[src/rtl/alu_arb_pkg.sv]
// Shared types, opcode constants and command helper for the two-requester ALU arbiter.
package alu_arb_pkg;

    typedef enum logic [1:0] {
        ST_IDLE  = 2'd0,
        ST_ISSUE = 2'd1,
        ST_RESP  = 2'd2
    } state_t;

    typedef enum logic [7:0] {
        OP_OR   = 8'd0,
        OP_NAND = 8'd1,
        OP_NOR  = 8'd2,
        OP_AND  = 8'd3,
        OP_ADD  = 8'd4,
        OP_SUB  = 8'd5
    } op_t;

    localparam int unsigned OP_MAX = 5;

    typedef logic req_idx_t;

    // True for any opcode the ALU does not implement.
    function automatic logic cmd_illegal(input logic [31:0] cmd);
        return cmd > 32'(OP_MAX);
    endfunction

endpackage

[src/rtl/rr_arbiter2.sv]
// Combinational two-way round-robin grant; on a tie the requester not granted last wins.
module rr_arbiter2
    import alu_arb_pkg::*;
(
    input  logic     i_req0_valid,
    input  logic     i_req1_valid,
    input  req_idx_t i_last_grant,
    output logic     o_gnt_valid_c,
    output req_idx_t o_gnt_c
);

    always_comb begin
        o_gnt_valid_c = i_req0_valid | i_req1_valid;
        o_gnt_c       = 1'b0;
        if (i_req0_valid && i_req1_valid) begin
            o_gnt_c = ~i_last_grant;
        end else if (i_req1_valid) begin
            o_gnt_c = 1'b1;
        end
    end

endmodule

[src/rtl/alu_arbiter.sv]
// Shares one combinational ALU between two requesters with round-robin grant and per-requester responses.
// Optional feature: ALU_ARB_CMD_CHECK_EN answers illegal opcodes directly with an error flag.
module alu_arbiter
    import alu_arb_pkg::*;
#(
    parameter int unsigned DATA_W = 8,
    parameter int unsigned CMD_W  = 8
) (
    input  logic              clk,
    input  logic              rst,

    input  logic              req0_valid,
    output logic              req0_ready,
    input  logic [CMD_W-1:0]  req0_cmd,
    input  logic [DATA_W-1:0] req0_a,
    input  logic [DATA_W-1:0] req0_b,

    input  logic              req1_valid,
    output logic              req1_ready,
    input  logic [CMD_W-1:0]  req1_cmd,
    input  logic [DATA_W-1:0] req1_a,
    input  logic [DATA_W-1:0] req1_b,

    output logic              rsp0_valid,
    input  logic              rsp0_ready,
    output logic [DATA_W-1:0] rsp0_data,
    output logic              rsp0_err,

    output logic              rsp1_valid,
    input  logic              rsp1_ready,
    output logic [DATA_W-1:0] rsp1_data,
    output logic              rsp1_err,

    output logic [CMD_W-1:0]  alu_cmd,
    output logic [DATA_W-1:0] alu_in1,
    output logic [DATA_W-1:0] alu_in2,
    input  logic [DATA_W-1:0] alu_out,

    output logic              busy
);

    state_t            r_state;
    state_t            w_next_state;
    req_idx_t          r_last_grant;
    req_idx_t          r_owner;
    req_idx_t          w_gnt;
    logic              w_gnt_valid;
    logic              w_req_fire;
    logic              w_rsp_fire;
    logic              w_illegal;
    logic [CMD_W-1:0]  w_req_cmd;
    logic [DATA_W-1:0] w_req_a;
    logic [DATA_W-1:0] w_req_b;

    logic [CMD_W-1:0]  r_alu_cmd;
    logic [DATA_W-1:0] r_alu_in1;
    logic [DATA_W-1:0] r_alu_in2;
    logic [DATA_W-1:0] r_rsp_data;
    logic              r_rsp0_valid;
    logic              r_rsp1_valid;
    logic              r_busy;

    rr_arbiter2 u_rr_arbiter2 (
        .i_req0_valid  (req0_valid),
        .i_req1_valid  (req1_valid),
        .i_last_grant  (r_last_grant),
        .o_gnt_valid_c (w_gnt_valid),
        .o_gnt_c       (w_gnt)
    );

    // Payload of whichever requester holds the grant this cycle.
    assign w_req_cmd = (w_gnt == 1'b1) ? req1_cmd : req0_cmd;
    assign w_req_a   = (w_gnt == 1'b1) ? req1_a   : req0_a;
    assign w_req_b   = (w_gnt == 1'b1) ? req1_b   : req0_b;

    assign w_req_fire = (r_state == ST_IDLE) && w_gnt_valid;
    assign w_rsp_fire = (r_state == ST_RESP) &&
                        ((r_owner == 1'b1) ? rsp1_ready : rsp0_ready);

    assign req0_ready = w_req_fire && (w_gnt == 1'b0);
    assign req1_ready = w_req_fire && (w_gnt == 1'b1);

`ifdef ALU_ARB_CMD_CHECK_EN
    assign w_illegal = cmd_illegal(32'(w_req_cmd));
`else
    assign w_illegal = 1'b0;
`endif

    // State register.
    always_ff @(posedge clk or posedge rst) begin
        if (rst) begin
            r_state <= ST_IDLE;
        end else begin
            r_state <= w_next_state;
        end
    end

    // Next-state logic; illegal opcodes bypass the ALU settle cycle.
    always_comb begin
        w_next_state = r_state;
        case (r_state)
            ST_IDLE: begin
                if (w_req_fire) begin
                    w_next_state = w_illegal ? ST_RESP : ST_ISSUE;
                end
            end
            ST_ISSUE: begin
                w_next_state = ST_RESP;
            end
            ST_RESP: begin
                if (w_rsp_fire) begin
                    w_next_state = ST_IDLE;
                end
            end
            default: begin
                w_next_state = ST_IDLE;
            end
        endcase
    end

    // Grant bookkeeping, ALU operand registers and response registers.
    always_ff @(posedge clk or posedge rst) begin
        if (rst) begin
            r_last_grant <= 1'b1;
            r_owner      <= 1'b0;
            r_alu_cmd    <= '0;
            r_alu_in1    <= '0;
            r_alu_in2    <= '0;
            r_rsp_data   <= '0;
            r_rsp0_valid <= 1'b0;
            r_rsp1_valid <= 1'b0;
            r_busy       <= 1'b0;
        end else begin
            r_busy <= (w_next_state != ST_IDLE);
            case (r_state)
                ST_IDLE: begin
                    if (w_req_fire) begin
                        r_owner      <= w_gnt;
                        r_last_grant <= w_gnt;
                        if (w_illegal) begin
                            r_rsp_data   <= '0;
                            r_rsp0_valid <= (w_gnt == 1'b0);
                            r_rsp1_valid <= (w_gnt == 1'b1);
                        end else begin
                            r_alu_cmd <= w_req_cmd;
                            r_alu_in1 <= w_req_a;
                            r_alu_in2 <= w_req_b;
                        end
                    end
                end
                ST_ISSUE: begin
                    r_rsp_data   <= alu_out;
                    r_rsp0_valid <= (r_owner == 1'b0);
                    r_rsp1_valid <= (r_owner == 1'b1);
                end
                ST_RESP: begin
                    if (w_rsp_fire) begin
                        r_alu_cmd    <= '0;
                        r_alu_in1    <= '0;
                        r_alu_in2    <= '0;
                        r_rsp0_valid <= 1'b0;
                        r_rsp1_valid <= 1'b0;
                    end
                end
                default: begin
                    r_rsp0_valid <= 1'b0;
                    r_rsp1_valid <= 1'b0;
                end
            endcase
        end
    end

`ifdef ALU_ARB_CMD_CHECK_EN
    logic r_rsp0_err;
    logic r_rsp1_err;

    // Error flags follow the owner's response and drop on its handshake.
    always_ff @(posedge clk or posedge rst) begin
        if (rst) begin
            r_rsp0_err <= 1'b0;
            r_rsp1_err <= 1'b0;
        end else if (w_req_fire && w_illegal) begin
            r_rsp0_err <= (w_gnt == 1'b0);
            r_rsp1_err <= (w_gnt == 1'b1);
        end else if (w_rsp_fire) begin
            r_rsp0_err <= 1'b0;
            r_rsp1_err <= 1'b0;
        end
    end

    assign rsp0_err = r_rsp0_err;
    assign rsp1_err = r_rsp1_err;
`else
    assign rsp0_err = 1'b0;
    assign rsp1_err = 1'b0;
`endif

    assign alu_cmd    = r_alu_cmd;
    assign alu_in1    = r_alu_in1;
    assign alu_in2    = r_alu_in2;
    assign rsp0_data  = r_rsp_data;
    assign rsp1_data  = r_rsp_data;
    assign rsp0_valid = r_rsp0_valid;
    assign rsp1_valid = r_rsp1_valid;
    assign busy       = r_busy;

endmodule

[config.mk]
export PLATFORM = sky130hd
export DESIGN_NAME = alu_arbiter
export DESIGN_NICKNAME = d
export VERILOG_FILES = /design/src/rtl/alu_arb_pkg.sv /design/src/rtl/rr_arbiter2.sv /design/src/rtl/alu_arbiter.sv
export SDC_FILE = /design/constraint.sdc
export NUM_CORES = 1
export LEC_CHECK = 0
export CORE_MARGIN = 2
export CORE_UTILIZATION = 37
export DETAILED_ROUTE_END_ITERATION = 6
export GPL_TIMING_DRIVEN = 0
export PLACE_DENSITY_LB_ADDON = 0.2
export SETUP_SLACK_MARGIN = 0.1
export SYNTH_ARGS = -nofsm -noshare
export SYNTH_HDL_FRONTEND = slang
export SYNTH_SLANG_ARGS = --single-unit
export TNS_END_PERCENT = 1
[constraint.sdc]
create_clock -name clk -period 1.8 [get_ports clk]
set_input_delay 0.36 -clock clk [delete_from_list [all_inputs] [get_ports clk]]
set_output_delay 0.36 -clock clk [all_outputs]
set_load 0.05 [all_outputs]
**Word-level counts from Yosys, hierarchy flattened**

Index checks and enable logic that the tools add are counted.

- Flip-flop bits (word level): 39
- Input bits: 62
- Logic and storage cells: 49

- Eq/ne operators: 4
- Multiplexer cells: 19
- Bitwise gates (word level): 5
- Reductions and logical operators: 11

Operator list:

| cell | number |
|---|---|
| two-way mux 8 bit | 7 |
| case mux 8 bit (2 select lines) | 3 |
| case mux 1 bit (3 select lines) | 2 |
| case mux 2 bit (3 select lines) | 1 |
| logical AND 1 bit | 5 |
| two-way mux 1 bit | 4 |
| two-way mux 2 bit | 2 |
| != test 2 bit (second input constant) | 2 |
| NOT 1 bit | 4 |
| AND reduction 2 bit | 2 |
| nonzero test 2 bit | 2 |
| AND reduction 3 bit | 1 |
| == test 2 x 1 -> 1 bit (second input constant) | 1 |
| == test 2 bit (second input constant) | 1 |
| zero test 2 bit | 1 |
| OR 1 bit | 1 |

**Longest topological paths before layout**

Gate-level depths: netlist of run 1.

- Word-level depth: 5
- Gate-level depth with buffers: 4
- Gate-level depth less buffers: 3

**Hierarchy**

From an unflattened synthesis of run 1, not the netlist that was laid out.

- Cells, all modules: 145
- Area, all modules: 1815.5 um2

By module, submodules not included:

| module | instances | cells an instance | area an instance (um2) |
|---|---|---|---|
| alu_arbiter | 1 | 143 | 1801.7 |
| rr_arbiter2 | 1 | 2 | 13.8 |

**Least setup slack after synthesis of run 1**

Ideal clock, no wire load.

- Path type: register to output
- Start point: register r_state[0]
- End point: output port req1_ready
- Data arrival time: 1282 ps
- Slack: 158 ps
- Cell stages (with the launch flop): 4
- Path buffers: 1
- Cell sequence: dfrtp_1 nor2_1 clkbuf_1 and2_1

- Cells in the longest elaborated chain, start to end: 3

RTL lines:

| item | RTL line | text |
|---|---|---|
| start: declaration | alu_arbiter.sv:42 | `state_t r_state;` |
| start signal: assignment | alu_arbiter.sv:94 | `r_state <= w_next_state;` |
| zero test 2 bit | alu_arbiter.sv:76 | `assign w_req_fire = (r_state == ST_IDLE) && w_gnt_valid;` |
| logical AND 1 bit | alu_arbiter.sv:76 |  |
| logical AND 1 bit | alu_arbiter.sv:81 | `assign req1_ready = w_req_fire && (w_gnt == 1'b1);` |
| end: declaration | alu_arbiter.sv:19 | `output logic req1_ready,` |

Every way passes these cells.

**Worst setup path in the final report of run 1**

- Start point: register r_last_grant
- End point: output port req0_ready

- Cells in the longest elaborated chain, start to end: 4

RTL lines:

| item | RTL line | text |
|---|---|---|
| start: declaration | alu_arbiter.sv:44 | `req_idx_t r_last_grant;` |
| start signal: assignment | alu_arbiter.sv:139 | `r_last_grant <= w_gnt;` |
| NOT 1 bit | rr_arbiter2.sv:16 | `o_gnt_c = ~i_last_grant;` |
| two-way mux 1 bit | rr_arbiter2.sv:15 | `if (i_req0_valid && i_req1_valid) begin` |
| NOT 1 bit | n/a |  |
| logical AND 1 bit | alu_arbiter.sv:80 | `assign req0_ready = w_req_fire && (w_gnt == 1'b0);` |
| end: declaration | alu_arbiter.sv:13 | `output logic req0_ready,` |

Every way passes these cells.

==> results.md, run 1 <==
* Status: finished, violations left
* TritonCTS clock tree: built
* Warnings, synthesis at 0
* Critical path class: reg -> out
* Worst hold endpoint: alu_in2[6]$_DFFE_PP0P_
* Routed len/inst at about 14 µm
* Library cells used by synthesis at 26
* Failing checks: setup timing
* Post-Syn Instances at between 150 and 200
* Worst slew pin tran at slightly below 0.8 ns
* Largest net degree at the start of global routing at 40
* RR Startpoint: r_state[0]$_DFF_PP0_
* Syn_area_per_cell at 11.7 µm²
* CP Cell Sequence: nand2b_4 > and3_4 > buf_8 > buf_8
* Pwr Total at 6.20 mW
* R2R depth at 4
* Max Clk Rate at around 550 MHz
* Critical path's largest stage delay at 0.58 ns
* Top FF cell, synth: dfrtp_1
* Layout cells sized above 1 at 20.3%
* Skew final at 0.00366 ns
* First-pass iteration count of the detailed router at 4
* Slew Viols, Final at 0
* Rows at 25
* Worst endpoint data arrival time at around 1.5 ns
* Worst skew pair latency at between 0.2 and 0.3 ns
* Inserted Diodes at 0
* CTS Buf Count at 5
* DP Worst Slack at -1.03 ns
* Die Ht at 74.6 µm
* Post-Route WL at 4740 µm
* Global-route wire length before repair at 7460 µm
* Vias/cell at between 4 and 5
* DRT antenna net count at 0
* GRT Total Usage at between 10% and 20%
* PortBufs at approximately 110
* Most frequent cells in the layout: clkdlybuf4s50_1, dlygate4sd2_1, dfrtp_1
* Cell area after synthesis at around 0.0018 mm²
* Nature of the critical path startpoint: flop
* Lkg Pwr at ~1.5 nW
* CP dominant cell by count: buf_8
* Area grow syn2layout at 69.2%
* Post-DP HPWL at between 3000 and 4000 µm
* Pwr Density at roughly 2000 mW/mm²
* Post-synth EDFFs at 0
* Die area at approximately 0.0056 mm²
* Clk pin slew, worst setup/hold paths at 0.07 ns
* Hold Path Stages at 1
* Clock sink total at 39
* Slew margin rel. at 47.0%
* H-tree levels at 2
* Flop-to-flop setup slack at between 0.15 and 0.2 ns
* Tmin final at 1.82 ns
* Largest delay share family, worst path: flip-flops
* Initial antenna violation count at 0
* Period utilisation layout at 101%
* Unrepaired setup endpoints after global routing: true
* First DRT Iteration DRCs at 60
* Core ar. at 0.00475 mm²
* Async set-or-reset flop fraction in the synthesized netlist at 100%
* Starting Density at 38.8%
* Layout Nets at between 300 and 400
* Worst path buffer plus inverter count at 2
* Number of global-route vias before repair at between 1.5k and 2k
* Clk buf depth at 2
* Critical path endpoint category: output port
* FF-to-FF End: alu_in1[3]$_DFFE_PP0P_
* CP required at 1.44 ns
* Slack of the critical path at -0.0241 ns
* Worst Path Max Fanout at 7
* Final Hold Viols at 0
* Routability cong. at 0.760
* Flops & latches, synth at 39
* Maxcap violations at 0
* Fillcell total at about 420
* Sequential fraction of the synthesis area at between 50% and 60%
* Via count at 1668
* VDD IR max at approximately 0.87 mV
* Final setup vio count at 1
* DR DRC count at 0
* Min-Delay Path Class: reg -> reg
* Overflow after GRT at 0
* Ports at 109
* Worst Hold Launch: alu_in2[6]$_DFFE_PP0P_
* Commonest non-fill, non-tap cell in the layout: clkdlybuf4s50_1
* Die W at approximately 75 µm
* Slowest cell on crit path: dfstp_2
* Clk root buf: clkbuf_8
==> per-layer routing <==
layer  GRT usage [%]  share of wire [%]  vias to the layer above
met5               0                  0                        -
met4            4.76               0.99                        0
met3            5.28                7.5                        6
met2            26.8                 48                       70
met1            24.9                 43                      777
li1                -                  -                      815
==> synth_stat cells (2+ instances only) <==
master / n / area (µm²)
clkbuf_1: 4 / 15.0
o22ai_1: 12 / 75.1
a21o_1: 2 / 15.0
o21ai_0: 17 / 85.1
or2b_1: 2 / 15.0
inv_1: 4 / 15.0
buf_4: 10 / 75.1
and3_1: 12 / 75.1
nor2_1: 3 / 11.3
a32o_1: 2 / 20.0
a221o_1: 11 / 110
dfrtp_1: 38 / 951
mux2i_1: 13 / 130
mux2_2: 9 / 101
buf_2: 5 / 25.0
nand2b_1: 4 / 25.0
==> registers in the layout, summed over array words and instances (netlist names) <==
register / count
alu_cmd: 8
alu_in1: 8
alu_in2: 8
rsp0_data: 8
r_state: 2
busy: 1
r_last_grant: 1
r_owner: 1
rsp0_valid: 1
rsp1_valid: 1
==> power breakdown <==
| group | switching, mW | internal [mW] |
|---|---|---|
| clock network | 0.290 | 0.350 |
| registers | 0.266 | 1.31 |
| logic | 2.57 | 1.41 |
| total | 3.12 | 3.08 |
==> area by class of cell <==
cell class                      count  area, µm²  area share [%]
Sequential cell                    39        980            31.4
Clock buffer                        8        100            3.21
Timing Repair Buffer              109       1030            32.9
Buffer                             20        154            4.94
Tap cell                           67       83.8            2.69
Multi-Input combinational cell     96        758            24.3
Inverter                            4       15.0           0.482
==> kinds of logic (layout without fill, tap and decap cells) <==
group / Yosys count / after routing / synth area share (%)
buffers and inverters: 24 / 141 / 7.67
and+or+nand+nor: 23 / 23 / 7.67
DFF: 39 / 39 / 53.0
AOI/OAI and AO/OA: 49 / 49 / 18.9
muxes: 22 / 22 / 12.6
other: 1 / 2 / 0.203
==> worst max path at each step <==
stage / from / end / slack [ns] / cells after the start
after floorplan: r_state[0]$_DFF_PP0_ / req1_ready / 0.16 / 3
after global placement: req1_valid / req1_ready / -1.03 / 5
after detailed placement: req1_valid / req1_ready / -1.03 / 5
after CTS: r_last_grant$_DFFE_PP1P_ / req0_ready / -0.05 / 4
after global routing: r_last_grant$_DFFE_PP1P_ / req0_ready / -0.07 / 4
final: r_last_grant$_DFFE_PP1P_ / req0_ready / -0.02 / 4
==> per-stage QoR <==
step | utilization (%) | cells | hold slack [ns] | setup TNS, ns | cell area, µm²
2_1_floorplan | - | 159 | 0.505 | 0 | 1850
3_3_place_gp | 62.9 | 332 | 0.471 | -17.92 | 2990
3_5_place_dp | 62.9 | 332 | 0.489 | -5.06 | 2990
4_1_cts | 65.3 | 341 | 0.512 | -0.0459 | 3100
5_1_grt | 65.6 | 343 | 0.527 | -0.0775 | 3120
6_report | 65.6 | 343 | 0.504 | -0.0241 | 3120
==> what timing repair did <==
action	in CTS	in global routing
gates resized for setup	77	2
setup buffers	1	2
endpoints found under the setup margin	45	3
pin swaps	1	1
endpoints found under the hold margin	0	0
hold buffers	0	0
Note: power is estimated with default switching activity, not from simulation.
==> run 2, diff against run 1 <==
- CELL_PAD_IN_SITES_DETAIL_PLACEMENT: not set -> 0
- CELL_PAD_IN_SITES_GLOBAL_PLACEMENT: not set -> 1
- CORE_UTILIZATION: 37 -> 27
- CTS_CLUSTER_DIAMETER: not set -> 40
- SKIP_CTS_REPAIR_TIMING: not set -> 1
==> run 2 against run 1 <==
Against the previous run: the flow still finishes with violations (setup timing); sequential power barely moved; utilization fell by 17 points; first-iteration DRC count up 25%; clock power shrank 10%; die area increased by 35%; worst setup slack worse by 0.081 ns; critical path depth is the same; cell area is 3.3% higher.
==> results.md, run 2 (same netlist as run 1, synthesis figures left out) <==
* TritonCTS clock tree: built
* Skew final at roughly 0.011 ns
* Die W at 86.6 µm
* Die Ht at between 80 and 90 µm
* Vias/cell at about 4.6
* Min-Delay Path Class: reg -> reg
* CTS Buf Count at 5
* Slack of the critical path at -0.105 ns
* Lkg Pwr at 1.80 nW
* Via count at approximately 1.7k
* Routability cong. at approximately 0.70
* Global-route wire length before repair at 8030 µm
* Slew Viols, Final at 0
* Routed len/inst at 14.5 µm
* Number of global-route vias before repair at 1533
* Unrepaired setup endpoints after global routing: true
* PortBufs at ~110
* Final setup vio count at 2
* GRT Total Usage at between 10 and 15%
* Area grow syn2layout at 74.8%
* Critical path endpoint category: output port
* Starting Density at 27.6%
* Largest net degree at the start of global routing at 40
* Worst Path Max Fanout at 10
* DR DRC count at 0
* Initial antenna violation count at 0
* Ports at approximately 110
* First DRT Iteration DRCs at 75
* DRT antenna net count at 0
* Clk buf depth at 2
* Post-DP HPWL at around 3800 µm
* Clock sink total at 39
* Final Hold Viols at 0
* First-pass iteration count of the detailed router at 4
* VDD IR max at 0.820 mV
* Clk root buf: clkbuf_8
* Slew margin rel. at 44.7%
* Worst endpoint data arrival time at 1.55 ns
* Fin area at around 0.0032 mm²
* CP required at 1.44 ns
* Commonest non-fill, non-tap cell in the layout: clkdlybuf4s50_1
* Critical path class: in -> out
* Layout cells sized above 1 at roughly 18%
* Status: finished, violations left
* Failing checks: setup timing
* Layout Nets at 337
* Worst skew pair latency at ~0.29 ns
* Post-Route WL at ~5200 µm
* Maxcap violations at 0
* Die area at ~0.0075 mm²
* Pwr Total at 6.29 mW
* Period utilisation layout at 106%
* Most frequent cells in the layout: clkdlybuf4s50_1, dfrtp_1, dlymetal6s2s_1
* Inserted Diodes at 0
* DP Worst Slack at -1.07 ns
* TNS Setup at -0.194 ns
* Clk pin slew, worst setup/hold paths at approximately 0.070 ns
* Max Clk Rate at between 500 and 600 MHz
* Core ar. at about 0.0067 mm²
* WHS at between 0.4 and 0.5 ns
* Rows at 30
* Worst slew pin tran at ~0.83 ns
* Overflow after GRT at 0
* Placed cell areas at 0.00301 mm²
* Tmin final at between 1.5 and 2 ns
* Nature of the critical path startpoint: input pin
* H-tree levels at 2
* Fillcell total at about 640
* Pwr Density at about 2000 mW/mm²
run 2: cell type report:
| type | count | area [µm²] | area share [%] |
|---|---|---|---|
| inverters | 4 | 15.0 | 0.466 |
| plain buffers | 20 | 141 | 4.39 |
| multi-input cells | 96 | 746 | 23.1 |
| well taps | 80 | 100 | 3.11 |
| clock buffers | 8 | 80.1 | 2.49 |
| flip-flops and latches | 39 | 978 | 30.4 |
| repair buffers | 109 | 1160 | 36.0 |
run 2: worst paths after layout:
| kind | cells past startpoint | start | slack, ns | to |
|---|---|---|---|---|
| worst min register to register | 1 | alu_in2[6]$_DFFE_PP0P_ | 0.49 | alu_in2[6]$_DFFE_PP0P_ |
| worst max register to register | 4 | r_state[0]$_DFF_PP0_ | 0.14 | alu_in1[0]$_DFFE_PP0P_ |
| min in group asynchronous | 2 | rst | 0.56 | alu_in2[2]$_DFFE_PP0P_ |
| max in group asynchronous | 2 | rst | 0.67 | r_state[0]$_DFF_PP0_ |
| worst max-delay path | 4 | req0_valid | -0.11 | req0_ready |
| worst min-delay path | 1 | alu_in2[6]$_DFFE_PP0P_ | 0.49 | alu_in2[6]$_DFFE_PP0P_ |
run 2: per-layer routing:
metal,vias to the layer above,GRT usage (%),share of wire [%]
li1,817,-,-
met1,761,19.0,46
met2,72,20.7,46
met3,2,5.14,7.0
met4,0,3.41,0.52
met5,-,0,0
run 2: where the power goes:
group / leakage [nW] / internal (mW) / total [mW] / switching (mW)
registers: 0.477 / 1.31 / 1.58 / 0.271
clock network: 0.0395 / 0.276 / 0.575 / 0.299
logic: 1.28 / 1.57 / 4.14 / 2.57
total: 1.80 / 3.16 / 6.29 / 3.14
run 2: critical path: stages:
cell	delay (ns)
clkdlybuf4s50_1	0.59
and3_1	0.26
buf_6	0.17
buf_6	0.16
run 2: per-stage QoR:
step / cells / utilization (%)
after floorplan: 159 / -
after global placement: 345 / 45.0
after detailed placement: 345 / 45.0
after CTS: 353 / 46.2
after global routing: 356 / 48.2
final: 356 / 48.2
==> run 3, diff against run 2 <==
- CORE_MARGIN: 2 -> not set
==> run 3 against run 2 <==
Against the previous run: the flow finishes with violations (DRC, setup timing); via count increased by 0.54%; cell area barely moved; sequential power about the same; global-route usage grew 0.90 points; register-to-register slack barely moved; sequential cell count unchanged; clock skew is 0.0033 ns lower; clock-buffer cell count decreased by 1; clock power barely moved; critical path type is now reg -> out; largest power group unchanged.
==> results.md, run 3 (same netlist as run 1, synthesis figures left out) <==
* Clk root buf: clkbuf_8
* Area grow syn2layout at 74.9%
* Failing checks: DRC, setup timing
* CTS Buf Count at 5
* GRT Total Usage at ~15%
* Pwr Total at 6.32 mW
* Post-DP HPWL at between 3000 and 4000 µm
* GRT met3 Usage at around 5.0%
* Clock power share at approximately 9%
* Period utilisation layout at 105%
* Internal power at approximately 3.2 mW
* First-pass iteration count of the detailed router at 6
* Sequential power share at about 25%
* Comb pwr share at 66.0%
* Inserted Diodes at 0
* Max Clk Rate at 528 MHz
* Placed cells at 342
* Critical path class: reg -> out
* Slack of the critical path at -0.0940 ns
* DR DRC count at 7
* Global routing's busiest layer: met2
* WHS at around 0.49 ns
* Initial antenna violation count at 0
* Ports at approximately 110
* Nature of the critical path startpoint: flop
* TritonCTS clock tree: built
* Critical path endpoint category: output port
* First DRT Iteration DRCs at between 70 and 80
* Die W at about 85 µm
* Worst slew pin tran at around 0.83 ns
* Slew Viols, Final at 0
* Finished Layout Cells at between 300 and 400
* H-tree levels at 2
* Routability cong. at 0.704
* DRT antenna net count at 0
* VDD IR max at between 0.6 and 0.7 mV
* Commonest non-fill, non-tap cell in the layout: clkdlybuf4s50_1
* Most frequent cells in the layout: clkdlybuf4s50_1, dfrtp_1, dlymetal6s2s_1
* Vias/cell at roughly 4.7
* Post-Route WL at approximately 5200 µm
* Overflow after GRT at 0
* Status: finished, violations left
* Layout Nets at roughly 340
* Core ar. at between 0.006 and 0.007 mm²
* Skew final at 0.00775 ns
* Maxcap violations at 0
* Largest net degree at the start of global routing at 40
* Sw Share at between 40% and 50%
* Via count at between 1.5k and 2k
* Die area at 0.00716 mm²
* Pwr Density at 1960 mW/mm²
* Clk pin slew, worst setup/hold paths at ~0.07 ns
* Clk buf depth at 2
* Met2 track demand over resource at around 23%
* Register area at around 980 µm²
* Fillcell total at about 590
* PortBufs at between 100 and 150
* Area of the multi-input gates at about 750 µm²
* Slew margin rel. at between 40% and 50%
* Min-Delay Path Class: reg -> reg
* Clock sink total at 39
* Net switching power at around 3.2 mW
* Routed len/inst at between 10 and 15 µm
* DP Worst Slack at -1.10 ns
* Number of global-route vias before repair at around 1.6k
* Final Hold Viols at 0
* Worst skew pair latency at between 0.2 and 0.3 ns
* Unrepaired setup endpoints after global routing: true
* Rows at 29
* GRT met1 Usage at around a fifth
* Worst endpoint data arrival time at approximately 1.5 ns
* Final setup vio count at 2
* Die Ht at roughly 85 µm
* Layout cells sized above 1 at slightly below 20%
* Starting Density at approximately 29%
* Global-route wire length before repair at between 8000 and 9000 µm
* Tmin final at around 1.9 ns
* Worst Path Max Fanout at 10
* Lkg Pwr at ~1.8 nW
* CP required at about 1.4 ns
## run 3: cell types whose count changed in the layout (fill, tap and decap cells not counted)
| cell | before | now |
|---|---|---|
| clkbuf_1 | 5 | 3 |
| and3_1 | 12 | 11 |
| and3_2 | 0 | 1 |
| buf_2 | 4 | 3 |
| clkbuf_2 | 1 | 2 |
| clkbuf_4 | 0 | 1 |
| clkinv_2 | 0 | 1 |
| dfrtp_1 | 37 | 38 |
| dfrtp_2 | 1 | 0 |
## run 3: per-stage QoR
stage                     area [µm²]  utilization [%]  setup TNS (ns)
after global placement          3000             46.5          -21.35
after detailed placement        3000             46.5           -6.29
after global routing            3220             49.9          -0.297
after floorplan                 1850                -               0
after CTS                       3090             47.8           -3.95
final                           3220             49.9          -0.154
## run 3: cell type report
cell class	count	area share, %
sequential	39	30.3
multi-input combinational	96	23.2
clock inverter	1	0.155
inverter	4	0.466
timing repair buffer	109	36.0
clock buffer	7	2.37
buffer	20	4.50
tap	77	2.99
## run 3: critical path, cell delays in order (launching register included)
cell	delay, ns
dfstp_2	0.57
nand2b_1	0.13
and3_2	0.23
buf_6	0.15
buf_6	0.16
## run 3: metal layers
layer / share of wire, % / wire, µm
met2: 46 / 2410
met5: 0 / 0
met1: 45 / 2380
met3: 8.0 / 418
met4: 0.80 / 42
## run 3: power groups by stage
stage                     clock network, mW  registers (mW)  logic, mW
after floorplan                           0            2.85       1.53
after global placement                    0            1.59       4.16
after detailed placement                  0            1.59       4.18
after CTS                             0.601            1.58       4.18
after global routing                  0.624            1.65       4.37
final                                 0.572            1.58       4.17
## run 3: worst paths after layout
check | start | to | slack [ns] | depth (start not counted)
max | r_last_grant$_DFFE_PP1P_ | req0_ready | -0.09 | 4
min | alu_in2[6]$_DFFE_PP0P_ | alu_in2[6]$_DFFE_PP0P_ | 0.49 | 1
max reg2reg | r_state[0]$_DFF_PP0_ | alu_in1[0]$_DFFE_PP0P_ | 0.14 | 4
min reg2reg | alu_in2[6]$_DFFE_PP0P_ | alu_in2[6]$_DFFE_PP0P_ | 0.49 | 1
max in group asynchronous | rst | rsp0_valid$_DFFE_PP0P_ | 0.72 | 2
min in group asynchronous | rst | alu_in1[4]$_DFFE_PP0P_ | 0.56 | 2
